--- config.mk ---
export PLATFORM = sky130hd
export DESIGN_NAME = srt_prenorm
export DESIGN_NICKNAME = d
export VERILOG_FILES = /design/src/rtl/srt_prenorm_pkg.sv /design/src/rtl/srt_lzc_shift.sv /design/src/rtl/srt_prenorm.sv
export SDC_FILE = /design/constraint.sdc
export NUM_CORES = 1
export LEC_CHECK = 0
export CORE_UTILIZATION = 55
export DETAILED_ROUTE_END_ITERATION = 16
export DONT_BUFFER_PORTS = 1
export GPL_TIMING_DRIVEN = 0
export MAX_ROUTING_LAYER = met4
export PLACE_DENSITY = 0.73
export RECOVER_POWER = 25
export SLEW_MARGIN = 25
export SYNTH_ARGS = -nofsm -noshare
export SYNTH_HDL_FRONTEND = slang
export SYNTH_SLANG_ARGS = --single-unit
--- constraint.sdc ---
create_clock -name clk -period 1.8 [get_ports clk]
set_input_delay 0.36 -clock clk [delete_from_list [all_inputs] [get_ports clk]]
set_output_delay 0.36 -clock clk [all_outputs]
set_load 0.01 [all_outputs]
--- src/rtl/srt_prenorm_pkg.sv ---
// Shared definitions for the SRT divider pre-normalization stage:
// FSM state encoding and the normalized-divisor format bounds.
package srt_prenorm_pkg;

  localparam logic [2:0] S_IDLE  = 3'd0;
  localparam logic [2:0] S_NORM  = 3'd1;
  localparam logic [2:0] S_CLR   = 3'd2;
  localparam logic [2:0] S_START = 3'd3;
  localparam logic [2:0] S_WAIT  = 3'd4;
  localparam logic [2:0] S_FIN   = 3'd5;

  typedef enum logic [2:0] {
    ST_IDLE  = S_IDLE,
    ST_NORM  = S_NORM,
    ST_CLR   = S_CLR,
    ST_START = S_START,
    ST_WAIT  = S_WAIT,
    ST_FIN   = S_FIN
  } state_t;

  // Quotient-select table accepts divisors in [D_MIN, D_MAX].
  localparam logic [5:0] D_MIN = 6'b010000;
  localparam logic [5:0] D_MAX = 6'b100000;

  function automatic logic d_in_format(input logic [5:0] d);
    return (d >= D_MIN) && (d <= D_MAX);
  endfunction

  // Dividend must stay below 4*D so the radix-4 recurrence starts in range.
  function automatic logic dividend_in_range(input logic [7:0] n, input logic [5:0] d);
    return n < {d, 2'b00};
  endfunction

endpackage

--- src/rtl/srt_lzc_shift.sv ---
// Divisor normalizer: shifts the loaded value left one bit per step until
// its MSB is set, counting the shifts applied.
module srt_lzc_shift #(
  parameter int W  = 5,
  parameter int CW = 3
) (
  input  logic          clk,
  input  logic          resetn,
  input  logic          load,
  input  logic [W-1:0]  load_val,
  input  logic          step,
  output logic [W-1:0]  norm_val,
  output logic [CW-1:0] shift_cnt
);

  logic [W-1:0]  norm_reg;
  logic [CW-1:0] shift_reg;
  logic [W-1:0]  shifted;

  assign shifted[0] = 1'b0;
  generate
    for (genvar gi = 1; gi < W; gi++) begin : g_shl
      assign shifted[gi] = norm_reg[gi-1];
    end
  endgenerate

  always_ff @(posedge clk or negedge resetn) begin
    if (!resetn) begin
      norm_reg  <= '0;
      shift_reg <= '0;
    end else if (load) begin
      norm_reg  <= load_val;
      shift_reg <= '0;
    end else if (step && !norm_reg[W-1]) begin
      norm_reg  <= shifted;
      shift_reg <= shift_reg + CW'(1);
    end
  end

  assign norm_val  = norm_reg;
  assign shift_cnt = shift_reg;

endmodule

--- src/rtl/srt_prenorm.sv ---
// Front end of the radix-4 SRT divider: accepts operands, normalizes the
// divisor, range-checks the dividend, restarts and launches the divider.
module srt_prenorm
  import srt_prenorm_pkg::*;
#(
  parameter int WAIT_TIMEOUT = 15,
  parameter int NORM_W       = 5
) (
  input  logic              clk,
  input  logic              resetn,
  input  logic              in_valid,
  output logic              in_ready,
  input  logic [7:0]        dividend,
  input  logic [NORM_W-1:0] divisor,
  output logic [7:0]        div_N,
  output logic [NORM_W:0]   div_D,
  output logic              div_resetn,
  output logic              div_enable,
  input  logic              div_done,
  output logic [2:0]        norm_shift,
  output logic              op_done,
  output logic              div0_err,
  output logic              range_err,
  output logic              timeout_err,
  output logic              busy
);

  localparam int CNT_W = $clog2(WAIT_TIMEOUT + 1);
  localparam logic [CNT_W-1:0] CNT_LAST = CNT_W'(WAIT_TIMEOUT - 1);

  state_t            state_reg, state_next;
  logic [7:0]        div_n_reg;
  logic [NORM_W:0]   div_d_reg;
  logic [CNT_W-1:0]  cnt_reg;
  logic              armed_reg;
  logic              div0_err_reg, range_err_reg, timeout_err_reg;
  logic              div0_err_next, range_err_next, timeout_err_next;
  logic              lzc_load, lzc_step;
  logic [NORM_W-1:0] lzc_norm;
  logic [2:0]        lzc_shift;
  logic [NORM_W:0]   d_candidate;
  logic              d_ready;
  logic              n_in_range;

  srt_lzc_shift #(
    .W  (NORM_W),
    .CW (3)
  ) u_lzc (
    .clk       (clk),
    .resetn    (resetn),
    .load      (lzc_load),
    .load_val  (divisor),
    .step      (lzc_step),
    .norm_val  (lzc_norm),
    .shift_cnt (lzc_shift)
  );

  assign d_candidate = {1'b0, lzc_norm};
  assign d_ready     = d_in_format(d_candidate);
  assign n_in_range  = dividend_in_range(div_n_reg, div_d_reg);

  always_comb begin
    state_next       = state_reg;
    lzc_load         = 1'b0;
    lzc_step         = 1'b0;
    div0_err_next    = 1'b0;
    range_err_next   = 1'b0;
    timeout_err_next = 1'b0;
    case (state_reg)
      ST_IDLE: begin
        if (in_valid) begin
          if (divisor == '0) begin
            div0_err_next = 1'b1;
          end else begin
            lzc_load   = 1'b1;
            state_next = ST_NORM;
          end
        end
      end
      ST_NORM: begin
        if (d_ready) state_next = ST_CLR;
        else         lzc_step   = 1'b1;
      end
      ST_CLR: begin
        if (!n_in_range) begin
          range_err_next = 1'b1;
          state_next     = ST_IDLE;
        end else begin
          state_next = ST_START;
        end
      end
      ST_START: state_next = ST_WAIT;
      ST_WAIT: begin
        // A done arriving on the last counted cycle still counts as success.
        if (div_done) begin
          state_next = ST_FIN;
        end else if (cnt_reg == CNT_LAST) begin
          timeout_err_next = 1'b1;
          state_next       = ST_IDLE;
        end
      end
      ST_FIN:  state_next = ST_IDLE;
      default: state_next = ST_IDLE;
    endcase
  end

  always_ff @(posedge clk or negedge resetn) begin
    if (!resetn) begin
      state_reg       <= ST_IDLE;
      div_n_reg       <= '0;
      div_d_reg       <= '0;
      cnt_reg         <= '0;
      armed_reg       <= 1'b0;
      div0_err_reg    <= 1'b0;
      range_err_reg   <= 1'b0;
      timeout_err_reg <= 1'b0;
    end else begin
      state_reg       <= state_next;
      armed_reg       <= 1'b1;
      div0_err_reg    <= div0_err_next;
      range_err_reg   <= range_err_next;
      timeout_err_reg <= timeout_err_next;
      if (lzc_load) div_n_reg <= dividend;
      if (state_reg == ST_NORM && d_ready) div_d_reg <= d_candidate;
      if (state_reg == ST_START)     cnt_reg <= '0;
      else if (state_reg == ST_WAIT) cnt_reg <= cnt_reg + CNT_W'(1);
    end
  end

  // The divider's STOP state is terminal, so every launch is preceded by one
  // synchronous-reset cycle in CLR; armed_reg keeps it in reset until the
  // first clock after our own reset releases.
  assign div_resetn  = armed_reg && !(state_reg == ST_CLR && n_in_range);
  assign div_enable  = (state_reg == ST_START);
  assign in_ready    = (state_reg == ST_IDLE);
  assign busy        = (state_reg != ST_IDLE);
  assign op_done     = (state_reg == ST_FIN);
  assign div0_err    = div0_err_reg;
  assign range_err   = range_err_reg;
  assign timeout_err = timeout_err_reg;
  assign div_N       = div_n_reg;
  assign div_D       = div_d_reg;
  assign norm_shift  = lzc_shift;

endmodule

# == Yosys cells after proc, flatten, opt, wreduce, memory -nomap -nowiden ==
# Cells that the tools add are included.
# word_totals
out_inout_bits,25
regBits,32
# op_classes
reduce_logical,13
muxes,26
n_addsub,2
eq_ne,10
magnitude_cmp,3
# op_table
operator,n
$mux W3,7
$pmux W3 S5,1
$mux W1,13
$mux W5,2
$lt A8 B7 Y1,1
$mux W4,2
$eq A3 B2 Y1 const B,2
$eq A3 B3 Y1 const B,2
$le A5 B6 Y1 const B,1
$ne A2 B2 Y1 const B,3
$ge A5 B5 Y1 const B,1
$logic_and A1 B1 Y1,5
$logic_not A5 Y1,1
$add A4 B1 Y4 const B,1
$eq A4 B4 Y1 const B,1
$reduce_and A4 Y1,1
$reduce_bool A2 Y1,2
$add A3 B1 Y3 const B,1
$eq A3 B1 Y1 const B,1
$logic_not A3 Y1,1
$ne A3 B3 Y1 const B,1
$reduce_bool A3 Y1,1
$logic_not A1 Y1,2
$mux W2,1

# == Logic depth before layout (Yosys ltp) ==
# Gate-level depths: netlist (run 1).
# depth
depth_word,7
mapped_depth,6
depth_no_buf,6

# == By module ==
# A second synthesis (run 1) with hierarchy kept.
# unflattened
cells_unflattened,149
hier_area_um2,1571.5
# by_module_without_submodules
mod,cells_per_inst,seq_area_each_um2,area_per_inst_um2,instances
srt_prenorm,115,600.6,1207.4,1
srt_lzc_shift,34,200.2,364.1,1

# == Worst setup path before layout (run 1) ==
# Ideal clock, no wire load.
# synth_timing
path_kind,reg-to-output
startpoint,register div_n_reg[5] (netlist: div_N[5])
endpoint,output port div_resetn
setup_slack_ns,-0.055
arrival_time_ns,1.495
stages_incl_launch_ff,6
n_path_buf,0
cell_sequence,dfrtp_1 ha_1 a21o_1 a211oi_1 o211ai_1 and2_1
# synth_between
elab_chain_len,4
# synth_lines
element,line_no,source
start: declaration,srt_prenorm.sv:32,logic [7:0] div_n_reg;
start signal: assignment,srt_prenorm.sv:123,if (lzc_load) div_n_reg <= dividend;
$lt A8 B7 Y1,srt_prenorm_pkg.sv:31,"return n < {d, 2'b00};"
$logic_and A1 B1 Y1,srt_prenorm.sv:133,assign div_resetn = armed_reg && !(state_reg == ST_CLR && n_in_range);
$logic_not A1 Y1,srt_prenorm.sv:133,
$logic_and A1 B1 Y1,srt_prenorm.sv:133,
end: declaration,srt_prenorm.sv:17,"output logic div_resetn,"
# No other way between the ends.

# == Worst setup path after layout (run 1) ==
# layout_timing
startpoint,register div_d_reg[3] (netlist: div_D[3])
endpoint,output port div_resetn
# layout_between
elab_chain_len,4
# layout_lines
element,line_no,source
start: declaration,srt_prenorm.sv:33,logic [NORM_W:0] div_d_reg;
start signal: assignment,srt_prenorm.sv:124,if (state_reg == ST_NORM && d_ready) div_d_reg <= d_candidate;
$lt A8 B7 Y1,srt_prenorm_pkg.sv:31,
$logic_and A1 B1 Y1,srt_prenorm.sv:133,
$logic_not A1 Y1,srt_prenorm.sv:133,
$logic_and A1 B1 Y1,srt_prenorm.sv:133,
# No other way between the ends.

==> qor.txt, run 1 <==
Status = finished with violations
Violated checks = setup timing
Top_reg_cell synth = dfrtp_1
DIE WIDTH = 55.7 um
1st-iter DRT viols = 61
Vias in the first global route = 1,250
TritonCTS buffer count = 5
Worst Tran Pin Value = 0.775 ns
Hold_sp = divisor[1]
Antenna cells = 0
Final WL = 3450 um
Largest fanout on the critical path = 2
Max-Slew Margin vs Limit = 48.3%
Crit path cell chain = inv_2 > ha_4 > a21o_1 > a211oi_2 > o211ai_1 > and2_4
Peak supply drop = 1.02 mV
# IOs = 42
Max cap viols = 0
Skew final = 0.00362 ns
CTS Buffer Depth = 2
Multi-input logic area = 757 um2
Seq pwr share = 43.9%
GP Congestion = 0.814
Number of flops mapped to enable cells by yosys = 0
CTS tree = done
Storage cell area = 803 um2
Final max-slew violation count = 0
GRT busiest layer = met2
Clk network pwr share = 15.2%
Asr flop ratio synth = 100%
Reg clk slew, reported paths = 0.09 ns
Routed len/inst = 16.7 um
H-tree levels = 2
Post-Syn Instances = 160
Final nets = 199
Post-route cell area = 1810 um2
Adder-cell share of the synthesized area = 5.53%
Met2 GRT Util = 41.7%
CP max stage cell = dfrtp_1
Die H = 55.7 um
Post-synthesis compound-gate area fraction = 12.7%
Router iterations before antenna repair = 4
HP Class = in2reg
Global-route wire length before repair = 5770 um
Die ar. = 3100 um2
DRT antenna net count = 0
Sw frac = 41.6%
Sequential area share after synthesis = 50.6%
DRC = 0
Core region area = 2730 um2
Tcrit/Tclk final = 121%
Layout cells sized above 1 = 24.6%
Worst skew pair latency = 0.33 ns
RSZ-0062 raised after global routing = yes
Synthesized area per cell = 9.90 um2
FILL cells = 213
Pwr dens = 1660 nW/um2
Final hold vios = 0
Final Power = 3.00 mW
Clock Sinks = 32
Number of synthesized register bits = 32
Simple-gate area share of the yosys netlist = 23.5%
Gr ovfl total = 0
Share of cell area taken by muxes after synthesis = 1.34%
Cell Area, Synth = 1580 um2
Internal Pwr Total = 1.75 mW
Vias per std cell = 5.90
Antenna violations before repair = 0
Crit path kind = reg2out
Final WS setup = -0.386 ns
HPWL after detailed placement = 2370 um
XOR/XNOR Fraction of Synth Area = 1.11%
GR Util met1 = 28.7%
CP Launch Point = div_D[3]
Cell taking the most area after synthesis = dfrtp_1
Largest net degree at the start of global routing = 33
Worst Setup Start Kind = flip-flop
Unique masters post-synth = 42
Final min period = 2.19 ns
Leak Pwr = 0.855 nW
Synth area leaders = dfrtp_1 (51%), nand2_1 (7.6%), ha_1 (5.5%), nor4b_4 (3.0%), a21oi_1 (2.8%)
Arrival time worst endpoint = 1.83 ns
Row cnt = 19
Top-area cell type share of the netlist area = 50.6%
Final Setup Violations = 1
CP endpoint kind = output port
Initial Utilization = 57.9%
Placed Area = 1630 um2
Synth-to-Final Area Change = 14.0%
Post-Syn Nets = 184
Input/output buffers = 0
Fmax = 457 MHz
M3 GR Usage = 6.98%
CP peak stage delay = 0.45 ns
Main combinational cell family by area after synthesis = simple AND/OR/NAND/NOR gates
Root buf cell = clkbuf_4
Vias = 1,215
Net load switching power = 1.25 mW
Worst reg2reg startpoint = div_D[3]
Yosys warns = 0
Number of flip-flops in the largest register = 8
Tot GR Track Use = 25.4%
Logic pwr share = 41.0%
CP required = 1.44 ns
## critical path: cells and delay by family (launching register included)
kind | cells | cell delay (ns)
AO/OA/AOI/OAI | 3 | 0.56
adder cells (fa/ha/maj) | 1 | 0.20
buffers and inverters | 1 | 0.10
flip-flops | 1 | 0.45
AND/OR/NAND/NOR | 1 | 0.17
## routing by layer
metal	routed length, um	part of all wire, %
met1	1340	39
met2	1810	52
met3	199	5.8
met4	94	2.7
met5	0	0
## timing repair
action                                  CTS  global route
gates cloned                              0             0
gates resized for setup                   6             7
hold endpoints to repair                 32             0
buffers inserted                          4             2
pin swaps                                 5             4
endpoints found under the setup margin    3             4
hold buffers                              2             0
## cells by family after synthesis
family | count (synthesis)
buffers and inverters | 15
AOI/OAI and AO/OA | 31
and+or+nand+nor | 69
xor gates and xnor gates | 2
other | 2
muxes | 2
adders and majority gates | 7
DFF | 32
## final timing paths
path | slack, ns | cells after the start | end
setup / recovery | -0.39 | 6 | div_resetn
hold / removal | 0.09 | 1 | div0_err
setup reg to reg | 0.02 | 8 | state_reg[0]
hold reg to reg | 0.53 | 1 | cnt_reg[3]
max in group asynchronous | 0.62 | 2 | div_N[5]
min in group asynchronous | 0.64 | 2 | state_reg[1]
## final cells by class
cell class	instances	area share, %
clock buffers	7	3.60
repair buffers	8	3.53
multi-input cells	113	41.9
well taps	31	2.15
flip-flops and latches	32	44.5
plain buffers	6	2.36
inverters	9	1.94
## stage by stage
step	setup TNS (ns)	hold WS, ns	util (%)	worst slack, ns	cells
finish	-0.386	0.0867	66.0	-0.386	206
detailed placement	-0.200	0.0652	59.6	-0.200	191
floorplan	0	0.0644	-	0.00716	160
global placement	-0.154	0.0653	59.6	-0.154	191
CTS	-0.352	0.0808	65.1	-0.352	204
global route	-0.596	0.0753	66.0	-0.455	206
## power groups by stage
stage                     registers (mW)  clock network, mW  logic [mW]
final                               1.31              0.454        1.23
after global routing                1.35              0.480        1.39
after CTS                           1.30              0.459        1.14
after detailed placement            1.30                  0        1.02
after global placement              1.28                  0       0.948
after floorplan                     1.22                  0       0.826
## synth_stat cells, drive strengths merged, types with 2 or more instances
| cell | count |
|---|---|
| dfrtp | 32 |
| a21oi | 9 |
| nand2 | 32 |
| conb | 2 |
| nor2 | 11 |
| ha | 7 |
| inv | 8 |
| o21ai | 8 |
| buf | 5 |
| nand3 | 6 |
| a22oi | 4 |
| and2 | 3 |
| nor4b | 2 |
| nor3 | 3 |
| a211oi | 2 |
| nor3b | 3 |
| nand2b | 3 |
## cell usage in the layout (no fill, tap or decap), drive strengths merged, types with 2 or more instances in the layout
cell    count
inv         8
a22oi       4
nor3b       3
a21oi       9
dfrtp      32
nor3        3
nor2       11
ha          7
and2        3
clkbuf      9
a211oi      2
nand2b      3
buf        11
o21ai       8
nand2      32
nand3       6
conb        2
nor4b       2
Note: power is estimated with default switching activity, not from simulation.
==> run 2: changes to the inputs <==
--- a/config.mk
+++ b/config.mk
@@ -5,12 +5,14 @@
 export SDC_FILE = /design/constraint.sdc
 export NUM_CORES = 1
 export LEC_CHECK = 0
-export CORE_UTILIZATION = 55
+export CELL_PAD_IN_SITES_DETAIL_PLACEMENT = 2
+export CELL_PAD_IN_SITES_GLOBAL_PLACEMENT = 2
+export CORE_UTILIZATION = 34
 export DETAILED_ROUTE_END_ITERATION = 16
 export DONT_BUFFER_PORTS = 1
 export GPL_TIMING_DRIVEN = 0
 export MAX_ROUTING_LAYER = met4
-export PLACE_DENSITY = 0.73
+export PLACE_DENSITY_LB_ADDON = 0.1
 export RECOVER_POWER = 25
 export SLEW_MARGIN = 25
 export SYNTH_ARGS = -nofsm -noshare
==> qor.txt, run 2 (same netlist as run 1, synthesis figures left out) <==
Tcrit/Tclk final = 117% (-4.0 points)
Crit path cell chain = inv_2 > ha_4 > a21o_1 > a211oi_2 > o211ai_1 > and2_4
Final nets = 198 (-0.50%)
Worst Tran Pin Value = 0.805 ns (+0.0301 ns)
Fmax = 473 MHz (+3.4%)
Die H = 70.3 um (+26%)
Vias in the first global route = 1,374 (+9.9%)
CP Buf/Inv Count = 1 (unchanged)
DIE WIDTH = 70.3 um (+26%)
Leak Pwr = 0.853 nW (-0.25%)
HPWL after detailed placement = 2890 um (+22%)
Final max-slew violation count = 0 (unchanged)
DRT antenna net count = 0 (unchanged)
CP required = 1.44 ns (about the same)
Number of flip-flops in the largest register = 8 (unchanged)
Skew final = 0.00335 ns (-0.000269 ns)
Input/output buffers = 0 (unchanged)
GP Congestion = 0.714 (-12%)
Final Power = 2.98 mW (-0.69%)
Final min period = 2.11 ns (-0.0713 ns)
Arrival time worst endpoint = 1.75 ns (-0.08 ns)
RSZ-0062 raised after global routing = yes
Row cnt = 24 (+5)
Max cap viols = 0 (unchanged)
Commonest non-fill, non-tap cells in the layout = nand2_1 (32), dfrtp_1 (30), buf_4 (9), a21oi_1 (9), nor2_1 (9)
Final Setup Violations = 1 (unchanged)
Violated checks = setup timing
Clock Sinks = 32 (unchanged)
Worst Setup Start Kind = flip-flop
Core Util, Final = 41.1% (-25 points)
Peak supply drop = 0.629 mV (-38%)
Pwr dens = 1640 nW/um2 (-1.2%)
Routed len/inst = 17.9 um (+6.9%)
1st-iter DRT viols = 68 (+11%)
Status = finished with violations
Gr ovfl total = 0 (unchanged)
# IOs = 42 (unchanged)
Initial Utilization = 35.9% (-22 points)
Largest fanout on the critical path = 2 (unchanged)
DRC = 0 (unchanged)
Vias = 1,215 (unchanged)
Layout cells sized above 1 = 21.8% (-2.7 points)
HP Class = in2reg
Vias per std cell = 5.38 (-8.8%)
Max-Slew Margin vs Limit = 46.3% (-2.0 points)
CP peak stage delay = 0.43 ns (-0.02 ns)
Reg clk slew, reported paths = 0.07 ns (-0.02 ns)
Router iterations before antenna repair = 4 (unchanged)
H-tree levels = 2 (unchanged)
Crit path kind = reg2out
Largest net degree at the start of global routing = 33 (unchanged)
CP endpoint kind = output port
TritonCTS buffer count = 5 (unchanged)
Most common cell after layout, fill and taps aside = nand2_1
Final WL = 4040 um (+17%)
Die ar. = 4940 um2 (+59%)
Fin Setup TNS = -0.315 ns (+0.0713 ns)
CTS Buffer Depth = 2 (unchanged)
CP max stage cell = dfrtp_1
Worst skew pair latency = 0.28 ns (-0.05 ns)
Root buf cell = clkbuf_8
Antenna violations before repair = 0 (unchanged)
Final hold vios = 0 (unchanged)
Synth-to-Final Area Change = 14.6%
Global-route wire length before repair = 6840 um (+19%)
Core region area = 4410 um2 (+61%)
Antenna cells = 0 (unchanged)
Tot GR Track Use = 18.7% (-6.7 points)
Final WS setup = -0.315 ns (+0.0713 ns)
CTS tree = done
CP top delay family = compound AO/OA/AOI/OAI gates
==> run 2: final timing paths <==
path | startpoint | to | slack (ns) | cells past startpoint
setup / recovery | div_D[3] | div_resetn | -0.31 | 6
hold / removal | divisor[1] | div0_err | 0.14 | 1
setup reg to reg | div_D[3] | state_reg[0] | 0.11 | 7
hold reg to reg | cnt_reg[3] | cnt_reg[3] | 0.53 | 1
max in group asynchronous | resetn | div_N[5] | 0.52 | 2
min in group asynchronous | resetn | div0_err | 0.71 | 2
==> run 2: power by group <==
part / switching [mW] / internal [mW]
sequential: 0.324 / 0.971
combinational: 0.653 / 0.504
clock: 0.261 / 0.263
==> run 2: layout make-up <==
type,count,area (um2)
timing repair buffer,7,52.6
clock inverter,1,5.00
buffer,6,42.5
sequential,32,803
inverter,9,35.0
clock buffer,6,72.6
fill,493,2600
multi-input combinational,113,739
tap,52,65.1
==> run 2: through the flow <==
stage,worst slack (ns),std cells,hold WS [ns],cell area (um2)
finish,-0.315,226,0.142,1820
global route,-0.387,226,0.122,1820
CTS,-0.374,222,0.134,1780
global placement,-0.183,212,0.0654,1660
detailed placement,-0.191,212,0.0651,1660
floorplan,0.00716,160,0.0644,1590
==> run 2: what timing repair did <==
| item | CTS | global route |
|---|---|---|
| hold buffers | 2 | 0 |
| pin swaps | 5 | 5 |
| setup endpoints to repair | 3 | 8 |
| gates resized for setup | 3 | 5 |
| buffers inserted | 1 | 4 |
| cloned | 0 | 0 |
| hold endpoints to repair | 32 | 0 |
==> run 2: per-layer routing <==
metal	track usage, %	part of all wire [%]	vias to the layer above
met5	-	0	-
met4	5.33	0.72	0
met3	7.65	5.7	2
met2	32.5	54	28
met1	19.3	39	613
li1	-	-	572
==> run 3: changes to the inputs <==
--- a/config.mk
+++ b/config.mk
@@ -5,9 +5,11 @@
 export SDC_FILE = /design/constraint.sdc
 export NUM_CORES = 1
 export LEC_CHECK = 0
+export ABC_AREA = 1
 export CELL_PAD_IN_SITES_DETAIL_PLACEMENT = 2
 export CELL_PAD_IN_SITES_GLOBAL_PLACEMENT = 2
-export CORE_UTILIZATION = 34
+export CORE_MARGIN = 3
+export CORE_UTILIZATION = 32
 export DETAILED_ROUTE_END_ITERATION = 16
 export DONT_BUFFER_PORTS = 1
 export GPL_TIMING_DRIVEN = 0
==> constraint.sdc (replaced) <==
create_clock -name clk -period 1.8 [get_ports clk]
set_input_delay 0.36 -clock clk [delete_from_list [all_inputs] [get_ports clk]]
set_output_delay 0.36 -clock clk [all_outputs]
set_load 0.02 [all_outputs]
==> qor.txt, run 3 <==
HP Class = in2reg
CP Buf/Inv Count = 2 (+1)
Pwr dens = 1760 nW/um2 (+7.5%)
Fmax = 522 MHz (+10%)
CP top delay family = flip-flops
Commonest non-fill, non-tap cells in the layout = nand2_1 (52), dfrtp_1 (24), inv_1 (20)
DRC = 0 (unchanged)
Cell taking the most area after synthesis = dfrtp_1
Synth area leaders = dfrtp_1 (52%), nand2_1 (14%), inv_1 (6.0%), ha_1 (5.6%), nand3_1 (2.9%)
Router iterations before antenna repair = 2 (-2)
# placed instances = 233 (+9.9%)
GP Congestion = 0.722 (+1.2%)
Violated checks = setup timing
Crit path kind = reg2out
Final Setup Violations = 1 (unchanged)
Post-route cell area = 1830 um2 (+0.69%)
CP max stage cell = dfrtp_2
Crit path cell chain = inv_2 > ha_4 > nand2_2 > nand2_2 > a21oi_4 > nand3_2 > nand2_2 > inv_4
Top_reg_cell synth = dfrtp_1
Post-Syn Nets = 205 (+11%)
Placed Area = 1620 um2 (-2.3%)
Largest fanout on the critical path = 2 (unchanged)
Die ar. = 5720 um2 (+16%)
Final hold vios = 0 (unchanged)
CP endpoint kind = output port
Worst skew pair latency = 0.28 ns (about the same)
Status = finished with violations
CP peak stage delay = 0.46 ns (+0.03 ns)
Final WS setup = -0.114 ns (+0.201 ns)
HPWL after detailed placement = 2960 um (+2.5%)
Antenna violations before repair = 0 (unchanged)
Number of synthesized register bits = 32 (unchanged)
H-tree levels = 2 (unchanged)
Unique masters post-synth = 24 (-43%)
Arrival time worst endpoint = 1.55 ns (-0.20 ns)
Yosys warns = 0 (unchanged)
Reg clk slew, reported paths = 0.06 ns (about the same)
Die H = 75.7 um (+7.7%)
1st-iter DRT viols = 27 (-60%)
Tot GR Track Use = 16.6% (-2.1 points)
CTS tree = done
Most common cell after layout, fill and taps aside = nand2_1
Fin Setup TNS = -0.114 ns (+0.201 ns)
Final nets = 221 (+12%)
DRT antenna net count = 0 (unchanged)
Initial Utilization = 34.5% (-1.4 points)
Core region area = 4500 um2 (+2.0%)
Worst Tran Pin Value = 0.813 ns (+0.00730 ns)
DP Worst Slack = -0.139 ns (+0.0512 ns)
Vias in the first global route = 1,377 (+0.22%)
Gr ovfl total = 0 (unchanged)
Vias per std cell = 5.00 (-7.0%)
Global-route wire length before repair = 6790 um (-0.70%)
Most frequent CP cell = nand2_2
Post-Syn Instances = 181 (+13%)
DIE WIDTH = 75.7 um (+7.7%)
# IOs = 42 (unchanged)
Routed len/inst = 16.4 um (-8.0%)
Top-area cell type share of the netlist area = 51.6% (+1.0 points)
Peak supply drop = 0.488 mV (-22%)
Synthesized area per cell = 8.58 um2 (-13%)
Hold WS = 0.146 ns (+0.00456 ns)
Final Non-Filler Cells = 247 (+9.3%)
Number of flip-flops in the largest register = 8 (unchanged)
Sequential area share after synthesis = 51.6% (+1.0 points)
Row cnt = 24 (unchanged)
Max cap viols = 0 (unchanged)
CP required = 1.44 ns (about the same)
Final max-slew violation count = 0 (unchanged)
Number of flops mapped to enable cells by yosys = 0 (unchanged)
Asr flop ratio synth = 100% (unchanged)
Max-Slew Margin vs Limit = 45.8% (-0.49 points)
Post-synth top cells = nand2_1 (56), dfrtp_1 (32), inv_1 (25), nor2_1 (10)
Tcrit/Tclk final = 106% (-11 points)
Worst Setup Start Kind = flip-flop
Final WL = 4060 um (+0.52%)
Vias = 1,235 (+1.6%)
Antenna cells = 0 (unchanged)
Skew final = 0.00374 ns (+0.000388 ns)
Synth-to-Final Area Change = 17.7%
Leak Pwr = 0.915 nW (+7.2%)
Input/output buffers = 0 (unchanged)
Layout cells sized above 1 = 24.1% (+2.3 points)
CTS Buffer Depth = 2 (unchanged)
TritonCTS buffer count = 5 (unchanged)
Most frequent cell after synthesis = nand2_1
Clock Sinks = 32 (unchanged)
Cell Area, Synth = 1550 um2 (-2.0%)
Core Util, Final = 40.6% (-0.54 points)
Reg-to-reg setup timing slack = 0.16 ns (+0.05 ns)
Final min period = 1.91 ns (-0.201 ns)
Final Power = 3.22 mW (+8.3%)
Root buf cell = clkbuf_8
Largest net degree at the start of global routing = 33 (unchanged)
RSZ-0062 raised after global routing = yes
==> run 3: cell types whose count changed after synthesis, sizes merged, moves of 3 or more <==
| cell | previous run | this run |
|---|---|---|
| nand2b | 3 | 0 |
| inv | 8 | 26 |
| nand2 | 32 | 59 |
| buf | 5 | 2 |
| nand3 | 6 | 10 |
| o21ai | 8 | 11 |
| nor3b | 3 | 0 |
| a22oi | 4 | 0 |
==> run 3: layout make-up <==
| class | instances | area, um2 |
|---|---|---|
| timing repair buffer | 9 | 67.6 |
| multi-input combinational | 121 | 683 |
| fill | 503 | 2680 |
| tap | 52 | 65.1 |
| buffer | 2 | 27.5 |
| inverter | 26 | 105 |
| clock buffer | 5 | 68.8 |
| sequential | 32 | 811 |
==> run 3: worst reg2reg max path: stages (launching register included) <==
cell,delay (ns)
dfrtp_2,0.48
ha_4,0.30
inv_2,0.03
nor2_2,0.15
a21oi_4,0.09
buf_4,0.14
buf_4,0.12
a21boi_0,0.23
==> run 3: worst paths after layout <==
path | from | end | cells past startpoint
max | div_D[3] | div_resetn | 8
min | div_done | timeout_err | 1
max reg2reg | div_N[6] | range_err | 7
min reg2reg | cnt_reg[2] | cnt_reg[2] | 1
max in group asynchronous | resetn | div_N[6] | 2
min in group asynchronous | resetn | cnt_reg[1] | 2
==> run 3: kinds of logic after synthesis <==
family | count (synthesis) | share of synthesized area (%)
AO/OA/AOI/OAI | 21 | 7.09
XOR/XNOR | 2 | 1.13
adder cells (fa/ha/maj) | 7 | 5.64
buffers and inverters | 28 | 8.38
flip-flops | 32 | 51.6
other | 2 | 0.484
AND/OR/NAND/NOR | 89 | 25.7
==> run 3: what timing repair did <==
action,in CTS,in global routing
gates cloned,0,0
hold buffers,2,0
setup endpoints to repair,1,2
setup buffers,3,4
gates resized for setup,18,9
pin swaps,5,5
endpoints found under the hold margin,32,0
==> run 3: metal layers <==
metal | share of wire, % | GRT usage, % | routed length, um | vias to the layer above
met2 | 53 | 27.7 | 2170 | 24
li1 | - | - | - | 584
met1 | 41 | 18.7 | 1660 | 618
met4 | 1.3 | 5.24 | 53 | 0
met5 | 0 | - | 0 | -
met3 | 4.6 | 5.54 | 186 | 9
==> run 3: power breakdown <==
part	total, mW	internal, mW	switching (mW)
Combinational	1.27	0.500	0.768
Sequential	1.47	0.996	0.469
Clock	0.489	0.249	0.240
